--- config.mk ---
export PLATFORM = sky130hd
export DESIGN_NAME = ascon_regs_fifo
export DESIGN_NICKNAME = d
export VERILOG_FILES = /design/src/rtl/ascon_regs_fifo.sv
export SDC_FILE = /design/constraint.sdc
export NUM_CORES = 1
export LEC_CHECK = 0
export ABC_AREA = 1
export BUFFER_PORTS_ARGS = -buffer_cell sky130_fd_sc_hd__buf_2
export CAP_MARGIN = 10
export CORE_MARGIN = 3
export CORE_UTILIZATION = 35
export CTS_CLUSTER_DIAMETER = 50
export DETAILED_ROUTE_END_ITERATION = 10
export PLACE_DENSITY_LB_ADDON = 0.15
export SYNTH_ARGS = -nofsm -noshare
export SYNTH_HDL_FRONTEND = slang
export SYNTH_SLANG_ARGS = --single-unit
--- constraint.sdc ---
create_clock -name clk_i -period 9.9 [get_ports clk_i]
set_input_delay 0.495 -clock clk_i [delete_from_list [all_inputs] [get_ports clk_i]]
set_output_delay 0.495 -clock clk_i [all_outputs]
set_load 0.01 [all_outputs]
--- src/rtl/ascon_regs_fifo.sv ---
// ============================================================================
// Module      : ascon_regs_fifo
// Description : Bus register block for the Ascon accelerator with BDI/BDO
//               FIFOs, self-clearing start pulse and sticky status/interrupt.
// Revision    : 1.0 - initial release
// ============================================================================
`default_nettype none

module ascon_regs_fifo_buf #(
    parameter int WIDTH = 32,
    parameter int DEPTH = 4,
    parameter int CW    = $clog2(DEPTH) + 1
) (
    input  logic             clk,
    input  logic             rst,
    input  logic             i_clr,
    input  logic             i_push,
    input  logic             i_pop,
    input  logic [WIDTH-1:0] i_data,
    output logic [WIDTH-1:0] o_data,
    output logic [CW-1:0]    o_count,
    output logic             o_full,
    output logic             o_empty
);
    localparam int PW = $clog2(DEPTH);

    logic [WIDTH-1:0] r_mem [DEPTH];
    logic [PW-1:0]    r_wr_ptr;
    logic [PW-1:0]    r_rd_ptr;
    logic [CW-1:0]    r_count;
    logic             w_do_push;
    logic             w_do_pop;

    assign o_empty   = (r_count == '0);
    assign o_full    = (r_count == CW'(DEPTH));
    assign w_do_pop  = i_pop & ~o_empty;
    // A full FIFO still accepts a push when the head leaves in the same cycle
    assign w_do_push = i_push & (~o_full | w_do_pop);
    assign o_count   = r_count;
    assign o_data    = o_empty ? '0 : r_mem[r_rd_ptr];

    always_ff @(posedge clk) begin
        if (w_do_push && !i_clr && !rst) begin
            r_mem[r_wr_ptr] <= i_data;
        end
    end

    always_ff @(posedge clk) begin
        if (rst || i_clr) begin
            r_wr_ptr <= '0;
            r_rd_ptr <= '0;
            r_count  <= '0;
        end else begin
            if (w_do_push) begin
                r_wr_ptr <= r_wr_ptr + PW'(1);
            end
            if (w_do_pop) begin
                r_rd_ptr <= r_rd_ptr + PW'(1);
            end
            if (w_do_push && !w_do_pop) begin
                r_count <= r_count + CW'(1);
            end else if (!w_do_push && w_do_pop) begin
                r_count <= r_count - CW'(1);
            end
        end
    end
endmodule

module ascon_regs_fifo #(
    parameter int ADDR_WIDTH  = 8,
    parameter int KEY_WORDS   = 4,
    parameter int NONCE_WORDS = 3,
    parameter int BDI_DEPTH   = 4,
    parameter int BDO_DEPTH   = 4
) (
    input  logic                      clk_i,
    input  logic                      rst_i,
    input  logic                      req_i,
    input  logic                      we_i,
    input  logic [ADDR_WIDTH-1:0]     addr_i,
    input  logic [31:0]               wdata_i,
    output logic [31:0]               rdata_o,
    output logic                      rvalid_o,
    output logic [3:0]                mode_o,
    output logic                      start_o,
    input  logic                      done_i,
    input  logic                      auth_i,
    output logic [32*KEY_WORDS-1:0]   key_o,
    output logic [32*NONCE_WORDS-1:0] nonce_o,
    output logic [31:0]               bdi_data_o,
    output logic [3:0]                bdi_type_o,
    output logic                      bdi_valid_o,
    input  logic                      bdi_ready_i,
    input  logic [31:0]               bdo_data_i,
    input  logic                      bdo_valid_i,
    output logic                      bdo_ready_o,
    output logic                      irq_o
);
    localparam int BDI_CW = $clog2(BDI_DEPTH) + 1;
    localparam int BDO_CW = $clog2(BDO_DEPTH) + 1;

    localparam logic [7:0]  c_ADDR_CTRL   = 8'h00;
    localparam logic [7:0]  c_ADDR_STATUS = 8'h04;
    localparam logic [7:0]  c_ADDR_KEY    = 8'h08;
    localparam logic [7:0]  c_ADDR_NONCE  = 8'h20;
    localparam logic [7:0]  c_ADDR_BDI    = 8'h30;
    localparam logic [7:0]  c_ADDR_TYPE   = 8'h34;
    localparam logic [7:0]  c_ADDR_BDO    = 8'h38;
    localparam logic [31:0] c_BAD_READ    = 32'hDEAD_BEEF;

    logic [7:0]  w_addr8;
    logic        w_addr_ok;
    logic        w_rd;
    logic        w_wr;
    logic        w_wr_ctrl;
    logic        w_wr_status;
    logic        w_wr_bdi;
    logic        w_wr_type;
    logic        w_rd_bdo;
    logic        w_start_ok;
    logic        w_fifo_clr;
    logic        w_bdi_ovf;
    logic        w_bdo_udf;
    logic [31:0] w_rdata;
    logic [31:0] w_status;

    logic [3:0]  r_mode;
    logic        r_irq_en;
    logic        r_start;
    logic        r_busy;
    logic        r_done;
    logic        r_ovf;
    logic        r_udf;
    logic        r_irq;
    logic [3:0]  r_bdi_type;
    logic [31:0] r_rdata;
    logic        r_rvalid;
    logic [31:0] r_key   [KEY_WORDS];
    logic [31:0] r_nonce [NONCE_WORDS];

    logic [35:0]       w_bdi_head;
    logic [BDI_CW-1:0] w_bdi_cnt;
    logic              w_bdi_full;
    logic              w_bdi_empty;
    logic [31:0]       w_bdo_head;
    logic [BDO_CW-1:0] w_bdo_cnt;
    logic              w_bdo_full;
    logic              w_bdo_empty;

    assign w_addr8 = addr_i[7:0];

    generate
        if (ADDR_WIDTH > 8) begin : g_addr_hi
            assign w_addr_ok = (addr_i[ADDR_WIDTH-1:8] == '0);
        end else begin : g_addr_8
            assign w_addr_ok = 1'b1;
        end
    endgenerate

    assign w_rd        = req_i & ~we_i;
    assign w_wr        = req_i & we_i;
    assign w_wr_ctrl   = w_wr & w_addr_ok & (w_addr8 == c_ADDR_CTRL);
    assign w_wr_status = w_wr & w_addr_ok & (w_addr8 == c_ADDR_STATUS);
    assign w_wr_bdi    = w_wr & w_addr_ok & (w_addr8 == c_ADDR_BDI);
    assign w_wr_type   = w_wr & w_addr_ok & (w_addr8 == c_ADDR_TYPE);
    assign w_rd_bdo    = w_rd & w_addr_ok & (w_addr8 == c_ADDR_BDO);
    assign w_start_ok  = w_wr_ctrl & wdata_i[0] & ~r_busy;
    assign w_fifo_clr  = w_wr_ctrl & wdata_i[6];
    // Full implies non-empty, so a ready core always frees a slot this cycle
    assign w_bdi_ovf   = w_wr_bdi & w_bdi_full & ~bdi_ready_i;
    assign w_bdo_udf   = w_rd_bdo & w_bdo_empty;

    ascon_regs_fifo_buf #(
        .WIDTH (36),
        .DEPTH (BDI_DEPTH),
        .CW    (BDI_CW)
    ) u_bdi (
        .clk     (clk_i),
        .rst     (rst_i),
        .i_clr   (w_fifo_clr),
        .i_push  (w_wr_bdi),
        .i_pop   (bdi_ready_i),
        .i_data  ({r_bdi_type, wdata_i}),
        .o_data  (w_bdi_head),
        .o_count (w_bdi_cnt),
        .o_full  (w_bdi_full),
        .o_empty (w_bdi_empty)
    );

    ascon_regs_fifo_buf #(
        .WIDTH (32),
        .DEPTH (BDO_DEPTH),
        .CW    (BDO_CW)
    ) u_bdo (
        .clk     (clk_i),
        .rst     (rst_i),
        .i_clr   (w_fifo_clr),
        .i_push  (bdo_valid_i & ~w_bdo_full),
        .i_pop   (w_rd_bdo),
        .i_data  (bdo_data_i),
        .o_data  (w_bdo_head),
        .o_count (w_bdo_cnt),
        .o_full  (w_bdo_full),
        .o_empty (w_bdo_empty)
    );

    assign w_status = {8'h00, 8'(w_bdo_cnt), 8'(w_bdi_cnt), 1'b0, r_udf, r_ovf,
                       w_bdo_empty, w_bdi_full, r_busy, auth_i, r_done};

    always_comb begin
        w_rdata = c_BAD_READ;
        if (w_addr_ok) begin
            case (w_addr8)
                c_ADDR_CTRL:   w_rdata = {25'd0, 1'b0, r_irq_en, r_mode, 1'b0};
                c_ADDR_STATUS: w_rdata = w_status;
                c_ADDR_TYPE:   w_rdata = {28'd0, r_bdi_type};
                c_ADDR_BDO:    w_rdata = w_bdo_head;
                default:       w_rdata = c_BAD_READ;
            endcase
        end
    end

    always_ff @(posedge clk_i) begin
        if (rst_i) begin
            r_mode     <= '0;
            r_irq_en   <= 1'b0;
            r_start    <= 1'b0;
            r_busy     <= 1'b0;
            r_done     <= 1'b0;
            r_ovf      <= 1'b0;
            r_udf      <= 1'b0;
            r_irq      <= 1'b0;
            r_bdi_type <= '0;
            r_rdata    <= '0;
            r_rvalid   <= 1'b0;
            for (int i = 0; i < KEY_WORDS; i++) begin
                r_key[i] <= '0;
            end
            for (int i = 0; i < NONCE_WORDS; i++) begin
                r_nonce[i] <= '0;
            end
        end else begin
            r_start <= w_start_ok;
            if (w_start_ok) begin
                r_busy <= 1'b1;
            end else if (done_i) begin
                r_busy <= 1'b0;
            end
            if (w_wr_ctrl) begin
                r_mode   <= wdata_i[4:1];
                r_irq_en <= wdata_i[5];
            end
            if (w_wr_type) begin
                r_bdi_type <= wdata_i[3:0];
            end
            // Flag sources take priority over a same-cycle write-1-to-clear
            r_done <= done_i    | (r_done & ~(w_wr_status & wdata_i[0]));
            r_ovf  <= w_bdi_ovf | (r_ovf  & ~(w_wr_status & wdata_i[5]));
            r_udf  <= w_bdo_udf | (r_udf  & ~(w_wr_status & wdata_i[6]));
            r_irq  <= r_irq_en & (r_done | r_ovf | r_udf);
            for (int i = 0; i < KEY_WORDS; i++) begin
                if (w_wr && w_addr_ok && (w_addr8 == c_ADDR_KEY + 8'(4 * i))) begin
                    r_key[i] <= wdata_i;
                end
            end
            for (int i = 0; i < NONCE_WORDS; i++) begin
                if (w_wr && w_addr_ok && (w_addr8 == c_ADDR_NONCE + 8'(4 * i))) begin
                    r_nonce[i] <= wdata_i;
                end
            end
            r_rvalid <= w_rd;
            if (w_rd) begin
                r_rdata <= w_rdata;
            end
        end
    end

    generate
        for (genvar gi = 0; gi < KEY_WORDS; gi++) begin : g_key
            assign key_o[32*gi +: 32] = r_key[gi];
        end
        for (genvar gi = 0; gi < NONCE_WORDS; gi++) begin : g_nonce
            assign nonce_o[32*gi +: 32] = r_nonce[gi];
        end
    endgenerate

    assign rdata_o     = r_rdata;
    assign rvalid_o    = r_rvalid;
    assign mode_o      = r_mode;
    assign start_o     = r_start;
    assign irq_o       = r_irq;
    assign bdi_data_o  = w_bdi_head[31:0];
    assign bdi_type_o  = w_bdi_head[35:32];
    assign bdi_valid_o = ~w_bdi_empty;
    assign bdo_ready_o = ~w_bdo_full;
endmodule

`default_nettype wire

## Word-level counts from Yosys, hierarchy flattened

Memories as Yosys holds them, arrays and structs flattened. A register that Yosys moved wholly into a read port is not among the register bits.
Index checks and enable logic that the tools add are counted.

| word-level totals | value |
|---|---|
| register bits after elaboration | 62 |
| bits in writable memories | 496 |
| input port bits | 80 |
| output and inout port bits | 301 |
| word-level logic and storage cells | 166 |
| memories kept | 4 |

| operators by class | value |
|---|---|
| add/subtract/negate cells | 8 |
| equal/unequal tests | 13 |
| multiplexer cells | 47 |
| bitwise operators | 49 |
| reductions and logical operators | 28 |

Memory list:

| memory | depth | width | rd ports | clocked after memory_dff | wr ports | RTL line | RTL |
|---|---|---|---|---|---|---|---|
| u_bdi.r_mem | 4 | 36 | 1 | 1 | 1 | 27 | `logic [WIDTH-1:0] r_mem [DEPTH];` |
| r_key | 4 | 32 | 4 | 0 | 4 | 138 | `logic [31:0] r_key [KEY_WORDS];` |
| u_bdo.r_mem | 4 | 32 | 1 | 1 | 1 | 27 |  |
| r_nonce | 3 | 32 | 3 | 0 | 3 | 139 | `logic [31:0] r_nonce [NONCE_WORDS];` |

Operators with widths:

| cell | count |
|---|---|
| 2-to-1 mux 32 bit | 8 |
| case mux 32 bit (4 select lines) | 1 |
| equality test 8 x 6 -> 1 bit, second input constant | 6 |
| 2-to-1 mux 36 bit | 1 |
| 2-to-1 mux 1 bit | 29 |
| AND 1 bit | 25 |
| equality test 8 x 4 -> 1 bit, second input constant | 2 |
| equality test 8 x 5 -> 1 bit, second input constant | 2 |
| logical AND 1 bit | 15 |
| bitwise OR 1 bit | 14 |
| 2-to-1 mux 3 bit | 4 |
| NOT 1 bit | 10 |
| adder 2 x 1 -> 2 bit, second input constant | 4 |
| equality test 8 x 3 -> 1 bit, second input constant | 1 |
| logical NOT 8 bit | 1 |
| 2-to-1 mux 2 bit | 4 |
| adder 3 x 1 -> 3 bit, second input constant | 2 |
| equality test 3 bit, second input constant | 2 |
| logical NOT 1 bit | 6 |
| logical NOT 3 bit | 2 |
| nonzero test 2 bit | 3 |
| subtractor 3 x 1 -> 3 bit, second input constant | 2 |
| logical OR 1 bit | 1 |

## Longest topological paths before layout

| logic depth | value |
|---|---|
| depth in word-level cells | 10 |
| mapped depth | 14 |

## Hierarchy

A second synthesis with hierarchy kept.

| unflattened totals | value |
|---|---|
| cell total of the unflattened synthesis | 1705 |
| area total of the unflattened synthesis | 21374.2 um^2 |

By module, submodules not included:

| module | times used | cells an instance | area an instance (um^2) | seq. area each (um^2) |
|---|---|---|---|---|
| ascon_regs_fifo | 1 | 757 | 9751.9 | 7687.4 |
| ascon_regs_fifo_buf at u_bdi | 1 | 497 | 6094.6 | 4504.3 |
| ascon_regs_fifo_buf at u_bdo | 1 | 451 | 5527.8 | 4023.9 |

## Worst setup path before layout

Ideal clock, no wire load.

| timing | value |
|---|---|
| kind | in2reg |
| start | in addr_i[5] |
| end | mem r_key[0][0] (enable) |
| setup time | 466 ps |
| data arrival time | 3188 ps |
| required time | 9434 ps |
| slack | 6246 ps |
| stages on the path | 5 |
| path buffers | 0 |
| cells stage by stage | nor2_1 -> nand2_2 -> nor2_2 -> inv_1 -> o21ai_0 |

RTL lines:

| what | RTL line | RTL |
|---|---|---|
| from (decl) | 80 | `input logic [ADDR_WIDTH-1:0] addr_i,` |
| to (decl) | 138 |  |

==> metrics.md <==
| Metric | Value |
|---|---|
| Status | completed |
| Tmin final | 3.54 ns |
| Post-CTS sizing | 0 |
| Site Rows | 89 |
| Post-DR wirelength/cell | 21.1 um |
| R2R Setup Slk | 7.03 ns |
| Final worst slack | 6.36 ns |
| Post-Synthesis Cells | 1651 |
| DR iter-0 viols | 938 |
| RSZ-0062 raised after global routing | false |
| Number of H-tree levels | 3 |
| Register area share after synthesis | 77.0% |
| Combinational family with the most area after synthesis | simple AND/OR/NAND/NOR gates |
| Clk_skew | 0.0138 ns |
| Die height | 251 um |
| R2r worst-path depth | 14 |
| DP Worst Slack | 6.19 ns |
| Biggest area consumer among synthesized cells | edfxtp_1 |
| Num CTS Buffers | 67 |
| Worst setup path class | register to output pin |
| Ys Warns | 0 |
| Post-synthesis register bit count | 562 |
| Final hold vios | 0 |
| Full die area | 63200 um^2 |
| CP cell instances | buf_4, inv_2, o21ai_0, a21oi_1, buf_2 |
| CTS tree | done |
| Core Box Area | 59200 um^2 |
| Post-route ant nets | 0 |
| Root Driver | clkbuf_16 |
| First-pass GRT wire length | 87900 um |
| Final Wtd Congestion | 0.800 |
| Largest net degree at the start of global routing | 74 |
| Register clock-pin slew on the reported worst setup and hold paths | 0.06 ns |
| Synth-to-Final Area Change | 23.8% |
| First-pass iteration count of the detailed router | 4 |
| XOR/XNOR share of the synthesized area | 0.208% |
| Cell variety after synth | 37 |
| Max cap viols | 0 |
| Aggregate global-route resource usage | 18.8% |
| Post-synth EDFFs | 496 |
| Crit path to | bdi_data_o[27] |
| Top post-synthesis cells by count | edfxtp_1, nor2_1, o21ai_0 |
| Input/output buffers | 380 |
| Die X-Extent | 251 um |
| CP Launch Type | register |
| Mapped cell area | 21100 um^2 |
| Hold_buf cts | 0 |
| Vias in the first global route | 13300 |
| Post-Syn Area per Cell | 12.8 um^2 |
| Req. time, crit path | 9.41 ns |
| CP max-delay cell | inv_2 |
| Routed vias/inst | 4.79 |
| Initial antenna violation count | 3 |
| Share of layout cells above drive strength 1 | 26.6% |
| Reg2reg start | u_bdo.o_count[0] |
| Boundary pin count | 381 |
| Hold_ws | 0.118 ns |
| Setup Fix Bufs, Post-CTS | 0 |
| Clock buffer depth | 3 |
| Setup TNS | 0 ns |
| Grt total ovfl | 0 |
| Post-synth top area share | 70.7% |
| Drt drc | 0 |
| Asr flop ratio synth | 0% |
| Final setup fails | 0 |
| NumNets Final | 2138 |
| Dominant synthesized flop cell | edfxtp_1 |
| Worst-margin pin slew | 1.19 ns |
| LEAKAGE | 10.1 nW |
| Skew-Pair Late Insertion Delay | 0.59 ns |
| Net count after synthesis | 1743 |
| FF-to-FF End | u_bdo.o_count[2] |
| Largest stage delay, worst path | 0.94 ns |
| Arr. time, crit path | 3.05 ns |
| Max-slew violations | 0 |
| Largest cells by area after synthesis | edfxtp_1, nor2_1, dfxtp_1 |
| CP max FO | 73 |
| Crit end category | output pin |
| Mux cell area share after synthesis | 0% |
| PwrDens | 221 nW/um^2 |
| Fmax | 282 MHz |
| Slew HR | 20.5% |
| Initial core utilization | 35.6% |
| Worst hold path class | primary input to register |
| Clock Sinks | 562 |
| DR vias | 13700 |
| Sum of net half-perimeters after detailed placement | 40600 um |
| Crit share post-route | 35.8% |
| Total power | 5.75 mW |
| Post-synthesis simple-gate area fraction | 12.2% |
| Adder-Cell Fraction of Synth Area | 0.784% |
| Compound-Gate Fraction of Synth Area | 6.36% |
| Post-Route WL | 60600 um |
| VDD IR max | 0.151 mV |
| Most frequent cell after synthesis | edfxtp_1 |
==> report_power, final <==
part	switching (mW)	total [mW]	leakage, nW	internal, mW
Combinational	0.457	0.654	3.90	0.196
Sequential	0.0372	2.70	5.14	2.66
Clock	0.956	2.39	1.05	1.44
==> per-layer routing <==
layer | GRT usage (%) | routed length [um] | part of all wire, %
met5 | 0 | 13 | 0.021
met4 | 5.88 | 1660 | 2.7
met3 | 5.02 | 4380 | 7.2
met2 | 32.0 | 30200 | 50
met1 | 23.5 | 24300 | 40
==> through the flow <==
step,instances,cell area (um^2),utilization (%)
global route,2866,26100,44.0
detailed placement,2749,23900,40.3
finish,2869,26100,44.0
global placement,2748,23800,40.3
floorplan,1651,21100,-
CTS,2865,26000,43.9
==> worst max-delay path: cells and delay by family, from the launching register on <==
kind | cells | cell delay, ns
compound gates | 2 | 0.60
buf+inv | 3 | 1.50
flops | 1 | 0.30
==> sequential cells by signal, summed over array words and instances, names as in the netlist, 3 cells and up, named ones only <==
register	flops
u_bdi.o_count	3
u_bdo.o_count	3
r_key	128
rdata_o	32
u_bdi.r_mem	144
r_bdi_type	4
u_bdo.r_mem	128
mode_o	4
r_nonce	96
==> final cells by class <==
type	count	area, um^2
Clock inverter	34	354
Tap cell	773	967
Clock buffer	82	1810
Inverter	99	372
Sequential cell	562	16200
Fill cell	5500	33200
Antenna cell	3	7.51
Timing Repair Buffer	404	2110
Multi-Input combinational cell	912	4220
==> worst min path at each step <==
stage	startpoint	slack (ns)	cells after the start	to
floorplan	r_irq_en	0.43	2	irq_o
detailed placement	r_irq_en	0.46	2	irq_o
finish	bdo_data_i[4]	0.12	1	u_bdo.r_mem[3][4]
global route	bdo_data_i[4]	0.08	1	u_bdo.r_mem[2][4]
global placement	r_irq_en	0.46	2	irq_o
CTS	bdo_data_i[4]	0.07	1	u_bdo.r_mem[3][4]
==> logic make-up (layout without fill, tap and decap cells) <==
| group | Yosys count | count (layout) |
|---|---|---|
| xor+xnor | 5 | 5 |
| other cells | 0 | 3 |
| flops | 562 | 562 |
| simple gates | 637 | 637 |
| buf+inv | 177 | 619 |
| fa+ha+maj | 12 | 12 |
| compound gates | 258 | 258 |
==> cells in the final DEF (no fill, tap or decap), types with 4 or more instances in the layout <==
cell	count
inv_6	5
or2_2	16
clkbuf_16	70
nor3b_1	4
buf_2	380
nand2_2	4
nand4_1	5
nand3_1	33
nor2_4	8
nor2_2	10
bufinv_16	5
clkinvlp_4	6
nand2_1	145
o22ai_1	21
o21ai_0	148
clkinv_2	9
buf_4	22
a21oi_1	74
o21ai_4	4
clkbuf_1	11
clkinv_1	10
nor2_1	404
inv_1	91
a211oi_1	4
ha_1	10
dfxtp_1	64
edfxtp_1	496
Power figures use the tool's default switching activity.
